<file path="config.mk">
export PLATFORM = sky130hd
export DESIGN_NAME = logic_unit_pipe
export DESIGN_NICKNAME = d
export VERILOG_FILES = /design/src/rtl/logic_unit_pipe.sv
export SDC_FILE = /design/constraint.sdc
export NUM_CORES = 1
export LEC_CHECK = 0
export BUFFER_PORTS_ARGS = -buffer_cell sky130_fd_sc_hd__buf_2
export CAP_MARGIN = 20
export CORE_UTILIZATION = 41
export CTS_CLUSTER_SIZE = 10
export DETAILED_ROUTE_END_ITERATION = 10
export GPL_ROUTABILITY_DRIVEN = 0
export PLACE_DENSITY_LB_ADDON = 0.1
export SLEW_MARGIN = 30
export SYNTH_ARGS = -nofsm -noshare
export SYNTH_HDL_FRONTEND = slang
export SYNTH_SLANG_ARGS = --single-unit
</file>
<file path="constraint.sdc">
create_clock -name clk -period 3.1 [get_ports clk]
set_input_delay 0.31 -clock clk [delete_from_list [all_inputs] [get_ports clk]]
set_output_delay 0.31 -clock clk [all_outputs]
set_load 0.02 [all_outputs]
</file>
<file path="src/rtl/logic_unit_pipe.sv">
// Pipelined bitwise logic unit: eight ops on two WIDTH-bit operands with zero/parity flags,
// carried through STAGES registers under valid/ready flow control with bubble collapse.
module logic_unit_pipe #(
    parameter int WIDTH  = 32,
    parameter int STAGES = 2
) (
    input  logic                        clk,
    input  logic                        rst_n,
    input  logic                        in_valid,
    output logic                        in_ready,
    input  logic [2:0]                  op,
    input  logic [WIDTH-1:0]            in1,
    input  logic [WIDTH-1:0]            in2,
    output logic                        out_valid,
    input  logic                        out_ready,
    output logic [WIDTH-1:0]            out,
    output logic                        zero,
    output logic                        parity,
    output logic [$clog2(STAGES+1)-1:0] occupancy
);

    localparam int OCC_W = $clog2(STAGES + 1);

    localparam logic [2:0] OP_AND  = 3'b000;
    localparam logic [2:0] OP_OR   = 3'b001;
    localparam logic [2:0] OP_XOR  = 3'b010;
    localparam logic [2:0] OP_NOR  = 3'b011;
    localparam logic [2:0] OP_XNOR = 3'b100;
    localparam logic [2:0] OP_NAND = 3'b101;
    localparam logic [2:0] OP_ANDN = 3'b110;
    localparam logic [2:0] OP_PASS = 3'b111;

    function automatic logic calc_parity(input logic [WIDTH-1:0] v);
        return ^v;
    endfunction

    function automatic logic calc_zero(input logic [WIDTH-1:0] v);
        return ~|v;
    endfunction

    logic [STAGES-1:0] valid_r;
    logic [WIDTH-1:0]  data_r [STAGES];
    logic [STAGES-1:0] zero_r;
    logic [STAGES-1:0] par_r;
    logic [OCC_W-1:0]  occ_r;

    logic [STAGES-1:0] adv_s;
    logic [WIDTH-1:0]  res_s;
    logic              accept_s;
    logic              exit_s;

    // Operation decode on the incoming operands
    always_comb begin
        res_s = {WIDTH{1'b0}};
        case (op)
            OP_AND:  res_s = in1 & in2;
            OP_OR:   res_s = in1 | in2;
            OP_XOR:  res_s = in1 ^ in2;
            OP_NOR:  res_s = ~(in1 | in2);
            OP_XNOR: res_s = ~(in1 ^ in2);
            OP_NAND: res_s = ~(in1 & in2);
            OP_ANDN: res_s = in1 & ~in2;
            OP_PASS: res_s = in1;
            default: res_s = {WIDTH{1'b0}};
        endcase
    end

    // Advance chain: a stage moves when it is empty or its successor moves
    always_comb begin
        adv_s = {STAGES{1'b0}};
        adv_s[STAGES-1] = ~valid_r[STAGES-1] | out_ready;
        for (int i = STAGES - 2; i >= 0; i--) begin
            adv_s[i] = ~valid_r[i] | adv_s[i+1];
        end
    end

    assign in_ready = adv_s[0];
    assign accept_s = in_valid & adv_s[0];
    assign exit_s   = valid_r[STAGES-1] & out_ready;

    // Pipeline stage registers; empty stages always load so bubbles collapse
    always_ff @(posedge clk or negedge rst_n) begin
        if (!rst_n) begin
            valid_r <= {STAGES{1'b0}};
            zero_r  <= {STAGES{1'b0}};
            par_r   <= {STAGES{1'b0}};
            for (int i = 0; i < STAGES; i++) begin
                data_r[i] <= {WIDTH{1'b0}};
            end
        end else begin
            if (adv_s[0]) begin
                valid_r[0] <= in_valid;
                data_r[0]  <= res_s;
                zero_r[0]  <= calc_zero(res_s);
                par_r[0]   <= calc_parity(res_s);
            end
            for (int i = 1; i < STAGES; i++) begin
                if (adv_s[i]) begin
                    valid_r[i] <= valid_r[i-1];
                    data_r[i]  <= data_r[i-1];
                    zero_r[i]  <= zero_r[i-1];
                    par_r[i]   <= par_r[i-1];
                end
            end
        end
    end

    // Occupancy counter tracks accepts against exits
    always_ff @(posedge clk or negedge rst_n) begin
        if (!rst_n) begin
            occ_r <= {OCC_W{1'b0}};
        end else begin
            case ({accept_s, exit_s})
                2'b10:   occ_r <= occ_r + OCC_W'(1);
                2'b01:   occ_r <= occ_r - OCC_W'(1);
                default: occ_r <= occ_r;
            endcase
        end
    end

    assign out_valid = valid_r[STAGES-1];
    assign out       = data_r[STAGES-1];
    assign zero      = zero_r[STAGES-1];
    assign parity    = par_r[STAGES-1];
    assign occupancy = occ_r;

endmodule

</file>
==> results of run 1 <==
## cells by family after synthesis
group	share of synthesized area, %
fa+ha+maj	19.6
flops	24.9
buf+inv	11.3
compound gates	18.8
mux	5.68
xor+xnor	2.18
simple gates	17.6
## Yosys cell counts (15+ instances only)
cell	instances
a21oi_1	29
buf_2	17
buf_4	39
clkbuf_1	25
dfrtp_1	72
ha_1	113
inv_1	67
mux2_2	22
nand2_1	148
nor2_1	70
nor2b_1	21
o21ai_0	44
o21ai_1	16
xnor2_1	15
## per-layer routing
metal,part of all wire (%),vias to the layer above
li1,-,3090
met1,52,2712
met3,4.0,15
met5,0,-
met2,42,129
met4,1.7,0
## critical path, cell delays in order
cell and delay [ns]:
buf_4 0.23, buf_12 0.23, buf_4 0.17, mux2i_1 0.19, o21ai_0 0.09, a221oi_1 0.38, o21bai_1 0.18, ha_1 0.27
xnor2_1 0.14, xnor2_1 0.20, xnor2_1 0.16, xnor2_1 0.13, a21oi_1 0.08
## cell type report
type	count	area, um2
clock buffer	9	225
clock inverter	7	144
fill	1707	9060
inverter	67	251
multi-input combinational	653	4610
sequential	72	1800
tap	225	282
timing repair buffer	143	862
## where the power goes
part | internal, W | leakage (nW) | switching (W)
logic | 0.000620 | 3.17 | 0.000779
registers | 0.00112 | 0.872 | 0.000102
clock network | 0.000868 | 0.172 | 0.000394
## stage by stage
step / worst slack [ns] / area [um2] / instances / hold slack [ns]
global placement: 0.120 / 7800 / 1160 / 0.447
floorplan: 0.550 / 7230 / 884 / 0.0144
CTS: 0.470 / 8170 / 1176 / 0.184
global route: 0.255 / 8180 / 1176 / 0.138
finish: 0.487 / 8180 / 1176 / 0.0773
detailed placement: 0.120 / 7800 / 1160 / 0.444
## worst max-delay path by stage
stage | end | slack [ns]
after global placement | par_r[0] | 0.12
after detailed placement | par_r[0] | 0.12
final | par_r[0] | 0.49
after global routing | par_r[0] | 0.25
after floorplan | par_r[0] | 0.55
after CTS | par_r[0] | 0.47
## cell usage in the layout (no fill, tap or decap), types with 9 or more instances in the layout
| cell | n |
|---|---|
| nand2_1 | 148 |
| ha_1 | 113 |
| buf_2 | 106 |
| dfrtp_1 | 72 |
| nor2_1 | 70 |
| inv_1 | 67 |
| o21ai_0 | 44 |
| buf_4 | 32 |
| a21oi_1 | 29 |
| mux2_2 | 22 |
| nor2b_1 | 20 |
| o21ai_1 | 16 |
| xnor2_1 | 15 |
| mux2i_1 | 14 |
| a211oi_1 | 13 |
| a22o_1 | 13 |
| a221o_1 | 12 |
| and2_1 | 9 |
| a21o_1 | 9 |
| clkbuf_16 | 9 |
## registers in the layout (all words and copies together), names as in the netlist
name	count
occupancy	2
out	32
par_r	2
data_r	32
zero_r	2
valid_r	2
==> results.toml, run 1 <==
[sta]
slew_headroom_pct = 40.7
maxSlewViolCount = 0
fin_crit_ns = 2.61
tns_ns = 0
clock_skew_ns = 0.00672
hold_viol_final = 0
rsz0062_at_grt = "no"
setup_viol = 0
fmax_mhz = 383
worst_pin_slew_ns = 0.889
min_period_over_period_pct = 84.3

[cts]
cts.htree.levels = 3
clk_latency_ns = 0.33
cts_inserted_buffers = 9
path_clk_slew_ns = 0.06
ctsResizeCount = 0
tritoncts = "built"
post_cts_buffers = 0
ctsHoldBuffers = 0
cts_root_buffer = "clkbuf_16"
cts_buffer_depth = 2
cts.sinks = 72

[placed_design]
io_buffer_count = 108
dp_hpwl_mm = 12.9

[logic_synthesis]
syn_avg_cell_area_um2 = 8.18
synth_area_um2 = 7230
yosysSeqAreaShare_pct = 24.9
async_flop_share_pct = 100
ys_ff_latch = 72
synth.largest_area_cell = "dfrtp_1"
synth_edf_count = 0
synth_top_area_share_pct = 24.9
synth_cell_types = 49
yosys-top-cells-area = "dfrtp_1 25%, ha_1 20%, nand2_1 7.7%"
ys_warn_count = 0
synth_nets = 1068
synth-main-ff-cell = "dfrtp_1"
syn_inst = 884

[route]
wl_per_cell_um = 14.2
wirelength_mm = 16.7
drt_iter0_drc = 333
drc = 0
ant_nets = 0
num_vias = 5946
via_per_inst = 5.06
firstDrtPassIters = 5

[global_route]
grt_use_met1_pct = 28.1
grt_max_degree = 73
gr-max-usage-layer = "met1"
grt_pass1_wl_mm = 27.2
grt_use_met2_pct = 28.1
grt_util_met3_pct = 2.93
overflow = 0
grt_pass1_vias = 5357
antenna_found_initial = 0
track_usage_pct = 19.0

[critical_path]
r2r_cells = 7
worstReg2RegEnd = "occupancy[1]"
crit_path_end_kind = "flop"
required_ns = 3.27
worstSetupPathType = "input port to flop"
r2r_setup_slack_ns = 1.06
crit_start = "op[2]"
cp.arrival_ns = 2.79
worstPathMaxFanout = 34
r2r_start = "valid_r[1]"
critPathLaunchType = "input port"

[power]
powerDensity_nw_per_um2 = 475
power_w = 0.00388
leakage_nw = 4.22
vdd_drop_max_v = 0.000415

[finish]
areaGrowthSynthToFinish_pct = 13.1
final_layout_size_suffix_gt1_share_pct = 20.8
fin_nets = 1130
antennaDiodeCount = 0
final_core_util_pct = 47.4

[floorplan]
floorplan.die_area_um2 = 18200
core_um2 = 17200
die_w_um = 135
initial_core_util_pct = 41.9
num_io_pins = 109
rows = 48
dieHeight_um = 135

[status]
outcome = "finished, final reports clean"

[min_path]
hold_class = "input port to async pin"

[run]
drv_cap = 0
No activity file was read; power rests on OpenSTA's default activity.
==> run 2, diff against run 1 <==
- ABC_AREA: unset -> 1
- clock period: 3.1 -> 2.2 ns (I/O delays scaled with it)
==> run 2 against run 1 <==
Compared with the run above:
- via count up 6.5%
- global-route usage rose by 2.0 points
- clock-buffer cell count up 6
- flip-flop and latch count stayed put
- power is 37% higher
- final cell count increased by 14%
- synthesized area down 5.9%
- non-clock buffer count is 30 higher
- critical endpoint unchanged
==> results.toml, run 2 <==
[critical_path]
max_stage_delay_ns = 0.25
crit_path_end_kind = "flop"
worstSetupPathType = "input port to flop"
worstPathMaxFanout = 21
r2r_start = "valid_r[1]"
r2r_setup_slack_ns = 0.68
cp.arrival_ns = 2.29
cp_num_buf_inv = 5
required_ns = 2.42
crit_top_cell = "nand2_1"
critical_path.top_delay_family = "simple AND/OR/NAND/NOR gates"
slowest_stage = "ha_1"
path_cells = "clkbuf_4 > inv_2 > nor2_4 > nand2_2 > buf_12 > o22ai_1 > nor2_1 > nand3_2 > inv_1 > ha_1 > nand2_1 > inv_1 > nor2_1 > nand3_1 > nand2_1 > nand2_1 > nand3_1 > nand2_1 > nand2_1 > nand2_1"
critPathLaunchType = "input port"
crit_start = "op[0]"

[sta]
fin_crit_ns = 2.07
min_period_over_period_pct = 93.9
slew_headroom_pct = 69.9
clock_skew_ns = 0.00367
worst_pin_slew_ns = 0.451
setup_viol = 0
maxSlewViolCount = 0
tns_ns = 0
setup_ws_ns = 0.134
fmax_mhz = 484
hold_viol_final = 0

[route]
drt_iter0_drc = 340
drc = 0
via_per_inst = 4.74
wirelength_mm = 17.5
num_vias = 6332
ant_nets = 0
wl_per_cell_um = 13.1
firstDrtPassIters = 4

[cts]
cts.sinks = 72
clk_latency_ns = 0.33
cts_inserted_buffers = 9
tritoncts = "built"
cts_root_buffer = "clkbuf_16"
cts.htree.levels = 3
path_clk_slew_ns = 0.05
cts_buffer_depth = 2

[global_route]
antenna_found_initial = 0
grt_use_met1_pct = 30.1
grt_max_degree = 37
grt_pass1_vias = 5772
gr-max-usage-layer = "met2"
grt_pass1_wl_mm = 27.9
track_usage_pct = 20.9
overflow = 0
grt_util_met3_pct = 1.51
grt_use_met2_pct = 33.2

[logic_synthesis]
yosys-top-cells-area = "dfrtp_1 26%, ha_1 21%, nand2_1 19%"
synthAdderAreaFrac_pct = 20.8
ys_ff_latch = 72
synth_commonest_cells = "350 x nand2_1, 139 x inv_1, 113 x ha_1"
synth_cell_types = 26
yosysSeqAreaShare_pct = 26.5
synth_top_family_by_area = "simple AND/OR/NAND/NOR gates"
async_flop_share_pct = 100
synthMuxAreaShare_pct = 0
synth-simple-area-share_pct = 28.5
yosysMostFrequentCell = "nand2_1"
synth_nets = 1187
synth_top_area_share_pct = 26.5
synth_edf_count = 0
synth-compound-area-share_pct = 9.09
synth.largest_area_cell = "dfrtp_1"
synth_area_um2 = 6800
synth-main-ff-cell = "dfrtp_1"
synthXorXnorAreaFrac_pct = 0.773
syn_avg_cell_area_um2 = 6.78
syn_inst = 1003
ys_warn_count = 0

[power]
powerDensity_nw_per_um2 = 639
vdd_drop_max_v = 0.000477
leakage_nw = 4.81

[placed_design]
dp_slack_ns = -0.188
dp_hpwl_mm = 13.3
io_buffer_count = 108

[min_path]
hp-start = "in_valid"
hold_class = "input port to flop"

[finish]
multi_input_area_um2 = 4240
antennaDiodeCount = 0
final_layout_size_suffix_gt1_share_pct = 20.5
final_common_cell = "nand2_1"
seq_area_um2 = 1800
most-common-layout-cells = "346 x nand2_1, 137 x inv_1, 106 x ha_1, 106 x buf_2, 72 x dfrtp_1"
fillers = 1642
fin_nets = 1301
areaGrowthSynthToFinish_pct = 22.1
final_core_util_pct = 51.7

[run]
drv_cap = 0

[floorplan]
die_w_um = 131
core_um2 = 16100
rows = 46
initial_core_util_pct = 42.4
dieHeight_um = 131
floorplan.die_area_um2 = 17100
num_io_pins = 109

[status]
outcome = "finished, final reports clean"
run 2: cell count changes after synthesis, moves of 13 or more:
cell / change
clkbuf_1: -18
inv_1: +72
nor2b_1: -21
mux2_2: -22
o22ai_1: +48
mux2i_1: -14
nand3_1: +33
nand2_1: +202
a211oi_1: -13
o21ai_1: -14
a22o_1: -13
run 2: worst paths after layout:
kind | endpoint | depth (start not counted)
min | valid_r[0] | 3
min reg2reg | valid_r[1] | 1
max | par_r[0] | 20
max in group asynchronous | out[22] | 3
min in group asynchronous | out[16] | 2
max reg2reg | occupancy[1] | 8
run 2: kinds of logic (layout without fill, tap and decap cells):
family,count (synthesis),in the layout
adder cells (fa/ha/maj),113,113
XOR/XNOR,6,6
AND/OR/NAND/NOR,488,488
buffers and inverters,214,332
AO/OA/AOI/OAI,110,110
flip-flops,72,72
run 2: power breakdown:
group	leakage, nW	total (W)	internal, W	switching (W)
Clock	0.130	0.00130	0.000819	0.000480
Combinational	3.78	0.00225	0.000897	0.00135
Sequential	0.895	0.00176	0.00160	0.000157
run 2: cell type report:
type | count | share of cell area [%]
Clock buffer | 15 | 3.22
Multi-Input combinational cell | 717 | 51.1
Inverter | 144 | 6.60
Sequential cell | 72 | 21.7
Tap cell | 216 | 3.25
Timing Repair Buffer | 173 | 14.2
run 2: metrics by stage:
step | hold WS [ns] | std cells | instance area [um2] | total power (W)
floorplan | -0.0756 | 1003 | 6800 | 0.00330
global placement | 0.190 | 1318 | 7720 | 0.00386
detailed placement | 0.192 | 1318 | 7720 | 0.00388
CTS | 0.131 | 1334 | 8000 | 0.00521
global route | 0.165 | 1337 | 8310 | 0.00574
finish | 0.140 | 1337 | 8310 | 0.00531
run 2: routing by layer:
metal  vias up  part of all wire [%]
met4         0                   1.3
li1       3339                     -
met3        15                   3.4
met5         -                     0
met2       149                    45
met1      2829                    51
run 2: timing repair:
item	in CTS	in global routing
setup endpoints to repair	0	1
hold buffers	1	0
resized for setup	0	68
hold endpoints to repair	16	0
setup buffers	0	1
run 2: worst min-delay path, cell delays in order:
cell and delay [ns]:
buf_2 0.08, nand2_1 0.07, nand2_1 0.06
